[config.mk]
export PLATFORM = sky130hd
export DESIGN_NAME = starfield_ramp_ctrl
export DESIGN_NICKNAME = d
export VERILOG_FILES = /design/src/rtl/starfield_pkg.sv /design/src/rtl/starfield_axis_ramp.sv /design/src/rtl/starfield_ramp_ctrl.sv
export SDC_FILE = /design/constraint.sdc
export NUM_CORES = 1
export LEC_CHECK = 0
export CORE_UTILIZATION = 50
export CTS_BUF_LIST = sky130_fd_sc_hd__clkbuf_2
export CTS_CLUSTER_DIAMETER = 50
export CTS_CLUSTER_SIZE = 24
export DETAILED_ROUTE_END_ITERATION = 10
export PLACE_DENSITY = 0.75
export SYNTH_ARGS = -nofsm -noshare
export SYNTH_HDL_FRONTEND = slang
export SYNTH_SLANG_ARGS = --single-unit
[constraint.sdc]
create_clock -name clk -period 7.5 [get_ports clk]
set_input_delay 1.875 -clock clk [delete_from_list [all_inputs] [get_ports clk]]
set_output_delay 1.875 -clock clk [all_outputs]
set_load 0.01 [all_outputs]
[src/rtl/starfield_pkg.sv]
// starfield_pkg: shared address map, FSM states and velocity helpers for the starfield ramp controller
package starfield_pkg;
  localparam int VEL_W = 16;
  localparam logic [2:0] CPU_EN    = 3'd0;
  localparam logic [2:0] CPU_TH_HI = 3'd1;
  localparam logic [2:0] CPU_TH_LO = 3'd2;
  localparam logic [2:0] CPU_TV_HI = 3'd3;
  localparam logic [2:0] CPU_TV_LO = 3'd4;
  localparam logic [2:0] CPU_STEP  = 3'd5;
  localparam logic [2:0] CPU_CTRL  = 3'd6;
  localparam logic [2:0] SF_EN     = 3'd0;
  localparam logic [2:0] SF_H_HI   = 3'd1;
  localparam logic [2:0] SF_H_LO   = 3'd2;
  localparam logic [2:0] SF_V_HI   = 3'd3;
  localparam logic [2:0] SF_V_LO   = 3'd4;
  typedef enum logic [2:0] {S_IDLE, S_CALC, S_WR_H1, S_WR_H2, S_WR_V1, S_WR_V2} state_t;
  function automatic logic signed [VEL_W-1:0] to_vel(input logic [15:0] p);
    return p[15] ? $signed({1'b0, p[14:0]}) : -$signed({1'b0, p[14:0]});
  endfunction
endpackage

[src/rtl/starfield_axis_ramp.sv]
// starfield_axis_ramp: one frame of velocity ramping for a single axis, plus port encoding
module starfield_axis_ramp
  import starfield_pkg::*;
(
  input  logic signed [VEL_W-1:0] target,
  input  logic signed [VEL_W-1:0] current,
  input  logic        [7:0]       step,
  input  logic                    snap,
  output logic signed [VEL_W-1:0] nxt,
  output logic        [15:0]      port,
  output logic                    changed
);
  logic signed [VEL_W:0] diff, mag, stp;
  logic [14:0] spd;
  always_comb begin
    diff = {target[VEL_W-1], target} - {current[VEL_W-1], current};
    mag = diff[VEL_W] ? -diff : diff;
    stp = $signed({9'd0, step});
    nxt = (snap || mag <= stp) ? target :
          diff[VEL_W] ? current - {8'd0, step} : current + {8'd0, step};
    spd = nxt[VEL_W-1] ? 15'(-nxt) : nxt[14:0];
    port = {~nxt[VEL_W-1], spd};
    changed = nxt != current;
  end
endmodule

[src/rtl/starfield_ramp_ctrl.sv]
// starfield_ramp_ctrl: ramps H/V starfield velocities toward CPU targets once per frame
// and forwards CPU enable writes to the starfield register port.
module starfield_ramp_ctrl
  import starfield_pkg::*;
#(
  parameter logic [7:0] RAMP_RST = 8'd16
) (
  input  logic       clk,
  input  logic       rst_n,
  input  logic       vblank,
  input  logic [2:0] cpu_addr,
  input  logic [7:0] cpu_data,
  input  logic       cpu_write,
  output logic [2:0] sf_addr,
  output logic [7:0] sf_data,
  output logic       sf_write,
  output logic       busy
);
  state_t state_q, state_d;
  logic vb_q, vb_d, tick_q, tick_d, pend_q, pend_d;
  logic en_pend_q, en_pend_d, hold_q, hold_d, snap_q, snap_d, chg_v_q, chg_v_d;
  logic [7:0] en_data_q, en_data_d, stage_h_q, stage_h_d, stage_v_q, stage_v_d, step_q, step_d;
  logic signed [VEL_W-1:0] tgt_h_q, tgt_h_d, tgt_v_q, tgt_v_d, cur_h_q, cur_h_d, cur_v_q, cur_v_d;
  logic [15:0] port_h_q, port_h_d, port_v_q, port_v_d;
  logic [2:0] sf_addr_q, sf_addr_d;
  logic [7:0] sf_data_q, sf_data_d;
  logic sf_write_q, sf_write_d;
  logic signed [VEL_W-1:0] nxt_h, nxt_v;
  logic [15:0] pnxt_h, pnxt_v, ph, pv;
  logic chg_h, chg_v, en_wr, en_any, en_issue, commit;

  starfield_axis_ramp u_h (
    .target(tgt_h_q), .current(cur_h_q), .step(step_q), .snap(snap_q),
    .nxt(nxt_h), .port(pnxt_h), .changed(chg_h)
  );
  starfield_axis_ramp u_v (
    .target(tgt_v_q), .current(cur_v_q), .step(step_q), .snap(snap_q),
    .nxt(nxt_v), .port(pnxt_v), .changed(chg_v)
  );

  always_comb begin
    vb_d = vblank;
    tick_d = vblank & ~vb_q;
    // Ticks outside IDLE are merged into one pending frame; hold drops them entirely.
    pend_d = ~hold_q & (state_q != S_IDLE) & (pend_q | tick_q);
    stage_h_d = (cpu_write && cpu_addr == CPU_TH_HI) ? cpu_data : stage_h_q;
    stage_v_d = (cpu_write && cpu_addr == CPU_TV_HI) ? cpu_data : stage_v_q;
    tgt_h_d = (cpu_write && cpu_addr == CPU_TH_LO) ? to_vel({stage_h_q, cpu_data}) : tgt_h_q;
    tgt_v_d = (cpu_write && cpu_addr == CPU_TV_LO) ? to_vel({stage_v_q, cpu_data}) : tgt_v_q;
    step_d = (cpu_write && cpu_addr == CPU_STEP) ? cpu_data : step_q;
    hold_d = (cpu_write && cpu_addr == CPU_CTRL) ? cpu_data[0] : hold_q;
    snap_d = (cpu_write && cpu_addr == CPU_CTRL) ? cpu_data[1] : snap_q;
    en_wr = cpu_write && cpu_addr == CPU_EN;
    en_any = en_pend_q | en_wr;
    en_data_d = en_wr ? cpu_data : en_data_q;
    state_d = state_q;
    unique case (state_q)
      S_IDLE:  state_d = ((tick_q | pend_q) && !hold_q) ? S_CALC : S_IDLE;
      S_CALC:  state_d = (en_any && (chg_h || chg_v)) ? S_CALC :
                         chg_h ? S_WR_H1 : chg_v ? S_WR_V1 : S_IDLE;
      S_WR_H1: state_d = S_WR_H2;
      S_WR_H2: state_d = chg_v_q ? S_WR_V1 : S_IDLE;
      S_WR_V1: state_d = S_WR_V2;
      S_WR_V2: state_d = S_IDLE;
      default: state_d = S_IDLE;
    endcase
    // The ramp is committed once, on the cycle CALC is left, so a stall cannot double-step.
    commit = state_q == S_CALC && state_d != S_CALC;
    cur_h_d = commit ? nxt_h : cur_h_q;
    cur_v_d = commit ? nxt_v : cur_v_q;
    port_h_d = commit ? pnxt_h : port_h_q;
    port_v_d = commit ? pnxt_v : port_v_q;
    chg_v_d = commit ? chg_v : chg_v_q;
    ph = (state_q == S_CALC) ? pnxt_h : port_h_q;
    pv = (state_q == S_CALC) ? pnxt_v : port_v_q;
    en_issue = en_any && (state_d == S_IDLE || state_d == S_CALC);
    en_pend_d = en_any & ~en_issue;
    sf_write_d = en_issue || (state_d inside {S_WR_H1, S_WR_H2, S_WR_V1, S_WR_V2});
    sf_addr_d = en_issue ? SF_EN : state_d == S_WR_H1 ? SF_H_HI : state_d == S_WR_H2 ? SF_H_LO :
                state_d == S_WR_V1 ? SF_V_HI : state_d == S_WR_V2 ? SF_V_LO : 3'd0;
    sf_data_d = en_issue ? en_data_d : state_d == S_WR_H1 ? ph[15:8] : state_d == S_WR_H2 ? ph[7:0] :
                state_d == S_WR_V1 ? pv[15:8] : state_d == S_WR_V2 ? pv[7:0] : 8'd0;
  end

  always_ff @(posedge clk or negedge rst_n) begin
    if (!rst_n) begin
      state_q <= S_IDLE;
      vb_q <= 1'b0;
      tick_q <= 1'b0;
      pend_q <= 1'b0;
      en_pend_q <= 1'b0;
      en_data_q <= 8'd0;
      hold_q <= 1'b0;
      snap_q <= 1'b0;
      chg_v_q <= 1'b0;
      stage_h_q <= 8'd0;
      stage_v_q <= 8'd0;
      step_q <= RAMP_RST;
      tgt_h_q <= '0;
      tgt_v_q <= '0;
      cur_h_q <= '0;
      cur_v_q <= '0;
      port_h_q <= 16'd0;
      port_v_q <= 16'd0;
      sf_addr_q <= 3'd0;
      sf_data_q <= 8'd0;
      sf_write_q <= 1'b0;
    end else begin
      state_q <= state_d;
      vb_q <= vb_d;
      tick_q <= tick_d;
      pend_q <= pend_d;
      en_pend_q <= en_pend_d;
      en_data_q <= en_data_d;
      hold_q <= hold_d;
      snap_q <= snap_d;
      chg_v_q <= chg_v_d;
      stage_h_q <= stage_h_d;
      stage_v_q <= stage_v_d;
      step_q <= step_d;
      tgt_h_q <= tgt_h_d;
      tgt_v_q <= tgt_v_d;
      cur_h_q <= cur_h_d;
      cur_v_q <= cur_v_d;
      port_h_q <= port_h_d;
      port_v_q <= port_v_d;
      sf_addr_q <= sf_addr_d;
      sf_data_q <= sf_data_d;
      sf_write_q <= sf_write_d;
    end
  end

  assign sf_addr = sf_addr_q;
  assign sf_data = sf_data_q;
  assign sf_write = sf_write_q;
  assign busy = state_q != S_IDLE;
endmodule
==> flow_summary.ini <==
[yosys]
yosysMostFrequentCell = nor2_1
synth_ff_type = dfrtp_1
yosysSeqAreaShare = 0.2613
synth_edf_count = 0
synth_cells = 1562
synth.avg_cell_area_sq_um = 8.588
async_flop_share = 1.000
yosysUniqueCellTypes = 96
synthTopCellsByArea = dfrtp_1, ha_1, xnor2_1, mux2i_1, a21oi_1
synth_common_cells = nor2_1, dfrtp_1, a21oi_1
ys_ff_latch = 140
synth_nets = 1666
yosys.area.top_type_share = 0.2593
synth_top_cell_by_area = dfrtp_1
yosysWarnings = 0
synth_area_sq_um = 13410

[sta]
maxSlewHeadroom = 0.3172
worst_slew_pin_slew_ns = 1.016
slew_viol_final = 0
hold_viol_final = 0
setup_viol = 0
rsz0062_at_grt = false
fin_setup_tns_ns = 0
finClkSkew_ns = 0.03978
min_period_ns = 6.982
min_period_over_period = 0.9310
max_freq_mhz = 143.2

[setup_path]
end_kind = flop
cp_num_buf_inv = 3
cp.required_ns = 8.10
crit_type = reg2reg
arrival_ns = 7.58
cp_slowest_stage_delay_ns = 0.51
start_kind = flop
r2r-start = cur_v_q[0]$_DFFE_PN0P_
path_delay_family = compound AO/OA/AOI/OAI gates
crit_fanout = 17
critical-path-slowest-cell = dfrtp_1
crit_path_start = cur_v_q[0]$_DFFE_PN0P_

[cts]
numCtsBuffers = 17
clk_pin_slew_worst_paths_ns = 0.25
cts_setup_buffers = 0
insertion_delay_ns = 0.71
cts_tree = done
cts.sinks = 140
cts_root_buf = clkbuf_2
cts_buffer_depth = 2
htree_levels = 4

[run]
drv_cap = 0

[global_routing]
grt_antenna_before_repair = 1
track_usage = 0.2843
overflow = 0
grt_pass1_wl_microns = 62330
grt_start_max_net_pins = 85
grt_pass1_vias = 11430

[die]
start_util = 0.5119
die_width_microns = 165.8
ios = 28
fp.coreArea_sq_um = 26210
die_y_microns = 165.8
die_area_sq_um = 27490
rows = 59

[detailed_routing]
postRouteAntennaNets = 0
dr.pass1.iters = 5
wirelength_microns = 38960
vias_per_cell = 6.330
drc_errors = 0
wl_per_cell_microns = 20.26
drt_iter0_drc = 1209
vias = 12170

[min_path]
hp-start = vb_q$_DFF_PN0_
hold_class = reg2reg

[place]
place_congestion = 0.9534
portBuffers = 27
hpwl_microns = 30430

[cells_and_area]
fillCellCount = 2364
area_delta_synth_final_pct = 6.772
final_nets = 1678
drive_above_1_share = 0.1002

[status]
status = finished clean
-- layout make-up --
| type | instances | area [sq um] | area share |
|---|---|---|---|
| clock buffers | 17 | 85.08 | 0.005940 |
| well taps | 335 | 419.2 | 0.02927 |
| diodes | 1 | 2.502 | 0.0001747 |
| clock inverters | 15 | 216.5 | 0.01511 |
| inverters | 75 | 281.5 | 0.01966 |
| repair buffers | 51 | 476.7 | 0.03328 |
| multi-input cells | 1289 | 9336 | 0.6519 |
| flip-flops and latches | 140 | 3505 | 0.2447 |
-- state kept, by name, indices dropped and copies added, names as in the netlist, 8 cells and up --
name / count
tgt_h_q: 16
stage_v_q: 8
cur_v_q: 16
step_q: 8
cur_h_q: 16
port_v_q: 15
sf_data: 8
en_data_q: 8
tgt_v_q: 16
stage_h_q: 8
-- repair_timing --
action                                  4_1_cts  5_1_grt
gates resized for setup                       0        0
endpoints found under the setup margin        0        4
hold buffers                                  0        0
-- stage by stage --
| stage | std cells | worst slack (ns) | hold slack (ns) | util | cell area [sq um] |
|---|---|---|---|---|---|
| after floorplan | 1562 | 0.5904 | 0.3777 | - | 13410 |
| after global placement | 1890 | 0.6535 | 0.3859 | 0.5349 | 14020 |
| after detailed placement | 1890 | 0.5709 | 0.3907 | 0.5349 | 14020 |
| after CTS | 1922 | 0.5133 | 0.4189 | 0.5464 | 14320 |
| after global routing | 1923 | 0.03030 | 0.4218 | 0.5465 | 14320 |
| final | 1923 | 0.5176 | 0.4150 | 0.5465 | 14320 |
-- worst reg2reg max path: cells and delay by family (launching register included) --
family	cells	cell delay, ns
muxes	1	0.32
AOI/OAI and AO/OA	15	3.98
DFF	1	0.51
and+or+nand+nor	4	0.53
buffers and inverters	3	0.49
xor gates and xnor gates	1	0.20
adders and majority gates	3	0.88
-- placed cells by master, fill, tap and decap left out, types with 22 or more instances in the layout --
master	Yosys	routed
dfrtp_1	139	139
nor3_1	30	29
a21o_1	27	26
inv_1	75	75
mux2i_1	63	63
buf_4	1	22
o211ai_1	25	25
nor2_1	165	165
mux2_2	39	39
xnor2_1	115	115
nand2_1	109	109
xor2_1	40	40
nand3_1	26	26
o21a_1	26	26
nand2b_1	26	26
a21oi_1	124	124
mux2_4	25	25
o21ai_0	66	66
ha_1	85	85
clkdlybuf4s50_1	0	26
-- worst paths after layout --
check                                                end  slack [ns]  depth (start not counted)
worst max-delay path            port_v_q[14]$_DFFE_PN0P_        0.52                         27
worst min-delay path                    tick_q$_DFF_PN0_        0.41                          1
worst max register to register  port_v_q[14]$_DFFE_PN0P_        0.52                         27
worst min register to register          tick_q$_DFF_PN0_        0.41                          1
max in group asynchronous         tgt_v_q[5]$_DFFE_PN0P_        5.02                          2
min in group asynchronous         cur_h_q[5]$_DFFE_PN0P_        1.19                          1
-- routing by layer --
metal	share of wire	vias up	track usage
met3	0.068	73	0.02979
met4	0.025	0	0.09102
met5	0	-	0
met2	0.45	513	0.4523
li1	-	5723	-
met1	0.46	5864	0.4051
-- logic make-up after synthesis --
group	synth area share
AOI/OAI and AO/OA	0.2207
xor gates and xnor gates	0.1024
adders and majority gates	0.08525
buffers and inverters	0.04459
DFF	0.2613
muxes	0.1094
and+or+nand+nor	0.1764
Power is not shown: default switching activity piles up to over one toggle a cycle in this logic, so the estimate is an artifact.
